==> src/rtl/systolic_tile_scheduler.sv <==
// systolic_tile_scheduler: clears the systolic array, streams k_len operand reads, waits out the skew, then holds the result for a handshake.
// Revision 1.0
`default_nettype none

module systolic_tile_scheduler #(
  parameter int HIDDEN_SIZE    = 2,
  parameter int CONTEXT_LENGTH = 4,
  parameter int K_MAX          = 256,
  parameter int ADDR_W         = 8
) (
  input  logic              clock,
  input  logic              rst,
  input  logic              start,
  input  logic [ADDR_W:0]   k_len,
  output logic              busy,
  output logic              err,
  output logic              w_rd_en,
  output logic [ADDR_W-1:0] w_rd_addr,
  output logic              x_rd_en,
  output logic [ADDR_W-1:0] x_rd_addr,
  output logic              array_clear,
  output logic              feed_valid,
  output logic              array_en,
  output logic              out_valid,
  input  logic              out_ready,
  output logic              done
);

  // Skew depth through the array plus one cycle of buffer read latency.
  localparam int                DRAIN_CYC  = HIDDEN_SIZE + CONTEXT_LENGTH;
  localparam int                DCNT_W     = $clog2(DRAIN_CYC + 1);
  localparam logic [ADDR_W:0]   K_MAX_L    = (ADDR_W + 1)'(K_MAX);
  localparam logic [ADDR_W:0]   KLEN_ONE   = (ADDR_W + 1)'(1);
  localparam logic [ADDR_W-1:0] CNT_ONE    = ADDR_W'(1);
  localparam logic [DCNT_W-1:0] DCNT_ONE   = DCNT_W'(1);
  localparam logic [DCNT_W-1:0] DRAIN_LAST = DCNT_W'(DRAIN_CYC - 1);

  typedef enum logic [2:0] {
    S_IDLE   = 3'd0,
    S_CLEAR  = 3'd1,
    S_FEED   = 3'd2,
    S_DRAIN  = 3'd3,
    S_OUTPUT = 3'd4
  } state_t;

  state_t            state, state_nxt;
  logic [ADDR_W-1:0] cnt, cnt_nxt;
  logic [DCNT_W-1:0] dcnt, dcnt_nxt;
  logic [ADDR_W:0]   klen, klen_nxt;
  logic              fv_q, err_q, done_q;
  logic              err_nxt, done_nxt;
  logic              rd_en;
  logic              len_ok;
  logic              feed_last;

  assign len_ok    = (k_len != '0) && (k_len <= K_MAX_L);
  assign feed_last = ({1'b0, cnt} == (klen - KLEN_ONE));

  always_ff @(posedge clock) begin
    if (!rst) begin
      state  <= S_IDLE;
      cnt    <= '0;
      dcnt   <= '0;
      klen   <= '0;
      fv_q   <= 1'b0;
      err_q  <= 1'b0;
      done_q <= 1'b0;
    end else begin
      state  <= state_nxt;
      cnt    <= cnt_nxt;
      dcnt   <= dcnt_nxt;
      klen   <= klen_nxt;
      fv_q   <= rd_en;
      err_q  <= err_nxt;
      done_q <= done_nxt;
    end
  end

  always_comb begin
    state_nxt   = state;
    cnt_nxt     = cnt;
    dcnt_nxt    = dcnt;
    klen_nxt    = klen;
    err_nxt     = 1'b0;
    done_nxt    = 1'b0;
    rd_en       = 1'b0;
    busy        = 1'b1;
    array_clear = 1'b0;
    out_valid   = 1'b0;

    case (state)
      S_IDLE: begin
        busy = 1'b0;
        if (start) begin
          if (len_ok) begin
            klen_nxt  = k_len;
            state_nxt = S_CLEAR;
          end else begin
            err_nxt = 1'b1;
          end
        end
      end
      S_CLEAR: begin
        array_clear = 1'b1;
        cnt_nxt     = '0;
        state_nxt   = S_FEED;
      end
      S_FEED: begin
        rd_en = 1'b1;
        if (feed_last) begin
          cnt_nxt   = '0;
          dcnt_nxt  = '0;
          state_nxt = S_DRAIN;
        end else begin
          cnt_nxt = cnt + CNT_ONE;
        end
      end
      S_DRAIN: begin
        if (dcnt == DRAIN_LAST) begin
          dcnt_nxt  = '0;
          state_nxt = S_OUTPUT;
        end else begin
          dcnt_nxt = dcnt + DCNT_ONE;
        end
      end
      S_OUTPUT: begin
        out_valid = 1'b1;
        if (out_ready) begin
          done_nxt  = 1'b1;
          state_nxt = S_IDLE;
        end
      end
      default: begin
        busy      = 1'b0;
        state_nxt = S_IDLE;
      end
    endcase
  end

  assign w_rd_en    = rd_en;
  assign x_rd_en    = rd_en;
  assign w_rd_addr  = rd_en ? cnt : '0;
  assign x_rd_addr  = rd_en ? cnt : '0;
  assign feed_valid = fv_q;
  assign array_en   = fv_q | (state == S_DRAIN);
  assign err        = err_q;
  assign done       = done_q;

endmodule

`default_nettype wire
==> config.mk <==
export PLATFORM = sky130hd
export DESIGN_NAME = systolic_tile_scheduler
export DESIGN_NICKNAME = d
export VERILOG_FILES = /design/src/rtl/systolic_tile_scheduler.sv
export SDC_FILE = /design/constraint.sdc
export NUM_CORES = 1
export LEC_CHECK = 0
export CAP_MARGIN = 20
export CORE_ASPECT_RATIO = 1.75
export CORE_MARGIN = 8
export CORE_UTILIZATION = 49
export DETAILED_ROUTE_END_ITERATION = 12
export GPL_ROUTABILITY_DRIVEN = 0
export PLACE_DENSITY = 0.79
export SETUP_SLACK_MARGIN = 0.1
export SYNTH_ARGS = -nofsm -noshare
export SYNTH_HDL_FRONTEND = slang
export SYNTH_SLANG_ARGS = --single-unit
==> constraint.sdc <==
create_clock -name clock -period 2.3 [get_ports clock]
set_input_delay 0.575 -clock clock [delete_from_list [all_inputs] [get_ports clock]]
set_output_delay 0.575 -clock clock [all_outputs]
set_load 0.02 [all_outputs]
Word level (Yosys, flattened, before mapping)
Index checks and enable logic that the tools add are counted.
{"block": "op_classes", "add_sub_neg": 3, "magnitude_cmp": 1, "n_eq_ne": 11, "muxes": 18, "bitwise_logic": 1, "reduce_logical": 11}
{"operator": "3-bit two-way mux", "n": 7}
{"operator": "8-bit two-way mux", "n": 2}
{"operator": "8-bit case mux with 2 select lines", "n": 1}
{"operator": "3-bit case mux with 5 select lines", "n": 1}
{"operator": "2-bit inequality test (second input constant)", "n": 5}
{"operator": "8-bit by 9-bit equality test with 1-bit output", "n": 1}
{"operator": "9-bit less-or-equal comparator (second input constant)", "n": 1}
{"operator": "9-bit nonzero test", "n": 1}
{"operator": "9-bit by 1-bit subtractor with 9-bit output (second input constant)", "n": 1}
{"operator": "8-bit by 1-bit adder with 8-bit output (second input constant)", "n": 1}
{"operator": "3-bit by 2-bit equality test with 1-bit output (second input constant)", "n": 2}
{"operator": "3-bit equality test (second input constant)", "n": 2}
{"operator": "1-bit two-way mux", "n": 6}
{"operator": "3-bit case mux with 2 select lines", "n": 1}
{"operator": "3-bit AND reduction", "n": 2}
{"operator": "5-bit AND reduction", "n": 1}
{"operator": "2-bit AND reduction", "n": 2}
{"operator": "2-bit nonzero test", "n": 2}
{"operator": "4-bit OR reduction", "n": 1}
{"operator": "3-bit by 1-bit adder with 3-bit output (second input constant)", "n": 1}
{"operator": "3-bit by 1-bit equality test with 1-bit output (second input constant)", "n": 1}
{"operator": "3-bit zero test", "n": 1}
{"operator": "1-bit logical AND", "n": 1}
{"operator": "1-bit bitwise OR", "n": 1}
{"block": "word_totals", "reg_bits": 26, "in_bits": 13, "wordCells": 52}

Depth between registers and ports, before layout
{"block": "logic_depth", "word_depth": 5, "mapped_depth": 8}

Worst setup path after synthesis
Ideal clock, no wire load.
{"block": "synth_path", "path_kind": "register -> register", "startpoint": "register klen[0]", "endpoint": "register cnt[5]", "setup_time_ns": 0.136, "arrival_time_ns": 1.821, "slack_ns": 0.343, "path_stages_with_launch": 9, "path_buffers": 0, "period_less_slack_ns": 1.957, "cell_sequence": "dfxtp_1 inv_1 ha_1 nor3b_2 xnor2_1 nor4_1 nand3_1 o21ai_4 o311ai_2"}
{"block": "synth_via", "elab_chain_len": 4}
{"element": "from (decl)", "line_no": "49", "source": "logic [ADDR_W:0] klen, klen_nxt;"}
{"element": "from (signal assigned)", "line_no": "72", "source": "klen <= klen_nxt;"}
{"element": "9-bit by 1-bit subtractor with 9-bit output", "line_no": "57", "source": "assign feed_last = ({1'b0, cnt} == (klen - KLEN_ONE));"}
{"element": "8-bit by 9-bit equality test with 1-bit output", "line_no": "57"}
{"element": "8-bit two-way mux", "line_no": "110", "source": "if (feed_last) begin"}
{"element": "8-bit case mux with 2 select lines", "line_no": "91", "source": "case (state)"}
{"element": "to (signal assigned)", "line_no": "70", "source": "cnt <= cnt_nxt;"}
{"element": "to (decl)", "line_no": "47", "source": "logic [ADDR_W-1:0] cnt, cnt_nxt;"}
Every way passes these cells.
A chain may end at the register's enable or synchronous reset.

Final worst setup path
{"block": "layout_path", "startpoint": "register klen[0]", "endpoint": "register cnt[2]"}
Same word-level chain as after synthesis.

==> flow_metrics.tcl <==
set metrics [dict create \
    gr-usage-met3 0.0350 \
    grt_pass1_wl_um 6150 \
    hold_viol 0 \
    cts_tree "built" \
    wl_per_cell_um 14.3 \
    hold_path_class "flop to flop" \
    cts.path.max_buffers 2 \
    fin_crit_sh 0.931 \
    final_cells 275 \
    dr.pass1.iters 4 \
    path_max_fanout 7 \
    crit_chain "buf_4 -> or4_4 -> nor2_4 -> mux2i_4 -> a21oi_4 -> o21ai_4 -> o211ai_1" \
    cts.clk_slew.worst_paths_ps 90 \
    drt_iter0_drc 37 \
    dp_hpwl_um 2940 \
    grt_usage 0.139 \
    grt_pass1_vias 1434 \
    power_density_nw_per_um2 440 \
    p_leak_nw 0.900 \
    cp-end-kind "flop" \
    via_per_inst 5.37 \
    crit_buf_inv 1 \
    syn_nets 207 \
    busiest_layer "met2" \
    die_x_um 59.3 \
    drt.antenna.violating_nets 0 \
    io_pins 38 \
    area_growth_pct 30.2 \
    rsz0062_at_grt "true" \
    antenna_cells 0 \
    fmax_mhz 467 \
    synthesis.instances 192 \
    seq_area_frac_synth 0.324 \
    numCtsBuffers 3 \
    root_buffer "clkbuf_8" \
    grt_overflow 0 \
    dieArea_um2 5440 \
    use_met1 0.135 \
    cts.htree.levels 1 \
    status "finished, final reports clean" \
    setup_viol 0 \
    synth_seq_cells 26 \
    register_area_um2 520 \
    synth.distinct_cells 43 \
    antenna_found_initial 0 \
    ys_warn_count 0 \
    startpoint_type "flop" \
    vias 1476 \
    synth.avg_cell_area_um2 8.37 \
    clkLatencyLatePin_ps 270 \
    finClkSkew_ps 6.94 \
    netlist_area_um2 1610 \
    relSlewSlack 0.726 \
    arrival_ps 2290 \
    cp_data_required_time_ps 2450 \
    setup_tns_ps 0 \
    grtUsageMet2 0.253 \
    synth-edff-count 0 \
    synth_ff_type "dfxtp_1" \
    worst_path_max_delay_cell "or4_4" \
    drv_cap 0 \
    cpPeakStageDelay_ps 570 \
    port_buffers 37 \
    synthArstFlopShare 0 \
    cts_hold_buf 0 \
    holdWs_ps 494 \
    start_util 0.511 \
    core_area_um2 3140 \
    drive_gt1_frac 0.172 \
    drc 0 \
    clock_sinks 26 \
    die_h_um 91.7 \
    path_class "flop to flop" \
    dpl.cell_count 269 \
    grt_max_degree 21 \
    power_w 0.000920 \
    layout_commonest_cell "dfxtp_1" \
    wirelength_um 3920 \
    period_needed_ps 2140 \
    multi_input_area_um2 997 \
    tightest_slew_ps 411 \
    num_rows 27 \
    cp_top_family "simple AND/OR/NAND/NOR gates" \
    n_fill_cell 271 \
    fin_nets 249 \
    layout_common_cells "26 x dfxtp_1, 24 x nand2_1, 15 x clkdlybuf4s50_1" \
    slew_viol_final 0 \
    vdd_drop_max_mv 0.472 \
]
-- stage by stage --
step	setup slack (ps)	instance area (µm²)	util
3_3_place_gp	79.7	2030	0.646
6_report	158	2090	0.666
5_1_grt	62.3	2090	0.666
4_1_cts	102	2050	0.651
3_5_place_dp	78.1	2030	0.646
2_1_floorplan	343	1610	-
-- power breakdown --
group	switching, W	internal, W
Clock	0.000138	0.000118
Combinational	0.0000939	0.0000976
Sequential	0.0000130	0.000461
-- per-layer routing --
metal / share of wire / vias up
li1: - / 737
met3: 0.054 / 10
met1: 0.39 / 695
met4: 0.032 / 0
met5: 0 / -
met2: 0.52 / 34
-- tightest hold or removal path, delay by kind of cell, from the launching register on --
| kind | cells | cell delay [ps] |
|---|---|---|
| flip-flops | 1 | 330 |
| AND/OR/NAND/NOR | 1 | 60 |
| AO/OA/AOI/OAI | 1 | 60 |
-- state kept, by name, indices dropped and copies added (netlist names) --
signal	cells
feed_valid	1
state	3
klen	9
dcnt	3
cnt	8
done	1
err	1
-- synthesized netlist by cell type, drive strengths merged, types with 2 or more instances --
cell    count  area share
o22ai       2      0.0078
and2        9       0.035
inv         8       0.019
nand3       8       0.025
nor4b       2       0.011
xor2        6       0.033
ha          2       0.016
nand2      24       0.056
nor2b      10       0.039
o21ai       8       0.032
nor4        4       0.019
nor2       12       0.033
nor3b       2       0.012
clkbuf      4      0.0093
dfxtp      26        0.32
and3        6       0.023
o211ai      4       0.019
buf        12       0.051
nand2b      5       0.019
o311ai      3       0.026
mux2i      10       0.062
nor3        4       0.012
xnor2      10       0.055
-- worst paths after layout --
check	start	end	slack [ps]	depth (start not counted)
setup / recovery	klen[0]$_SDFFE_PN0P_	cnt[2]$_SDFFE_PN0P_	160	7
hold / removal	dcnt[2]$_SDFFE_PN0P_	dcnt[2]$_SDFFE_PN0P_	490	2
setup reg to reg	klen[0]$_SDFFE_PN0P_	cnt[2]$_SDFFE_PN0P_	160	7
hold reg to reg	dcnt[2]$_SDFFE_PN0P_	dcnt[2]$_SDFFE_PN0P_	490	2
-- final cells by class --
class,instances,area share
clock buffer,3,0.0197
tap,43,0.0257
sequential,26,0.249
multi-input combinational,143,0.477
timing repair inverter,1,0.00359
timing repair buffer,51,0.211
inverter,8,0.0144
-- cells by family (layout without fill, tap and decap cells) --
family                     after synthesis  in the layout  share of synthesized area
adders and majority gates                2              2                     0.0156
xor gates and xnor gates                16             16                     0.0872
and+or+nand+nor                         90             90                      0.307
DFF                                     26             26                      0.324
AOI/OAI and AO/OA                       24             25                      0.125
buffers and inverters                   24             63                     0.0794
muxes                                   10             10                     0.0623
-- timing repair --
action	CTS	global route
setup buffers	0	1
gates resized for setup	21	25
gates cloned	0	2
endpoints found under the setup margin	21	22
pin swaps	0	2
Note: power is estimated with default switching activity, not from simulation.
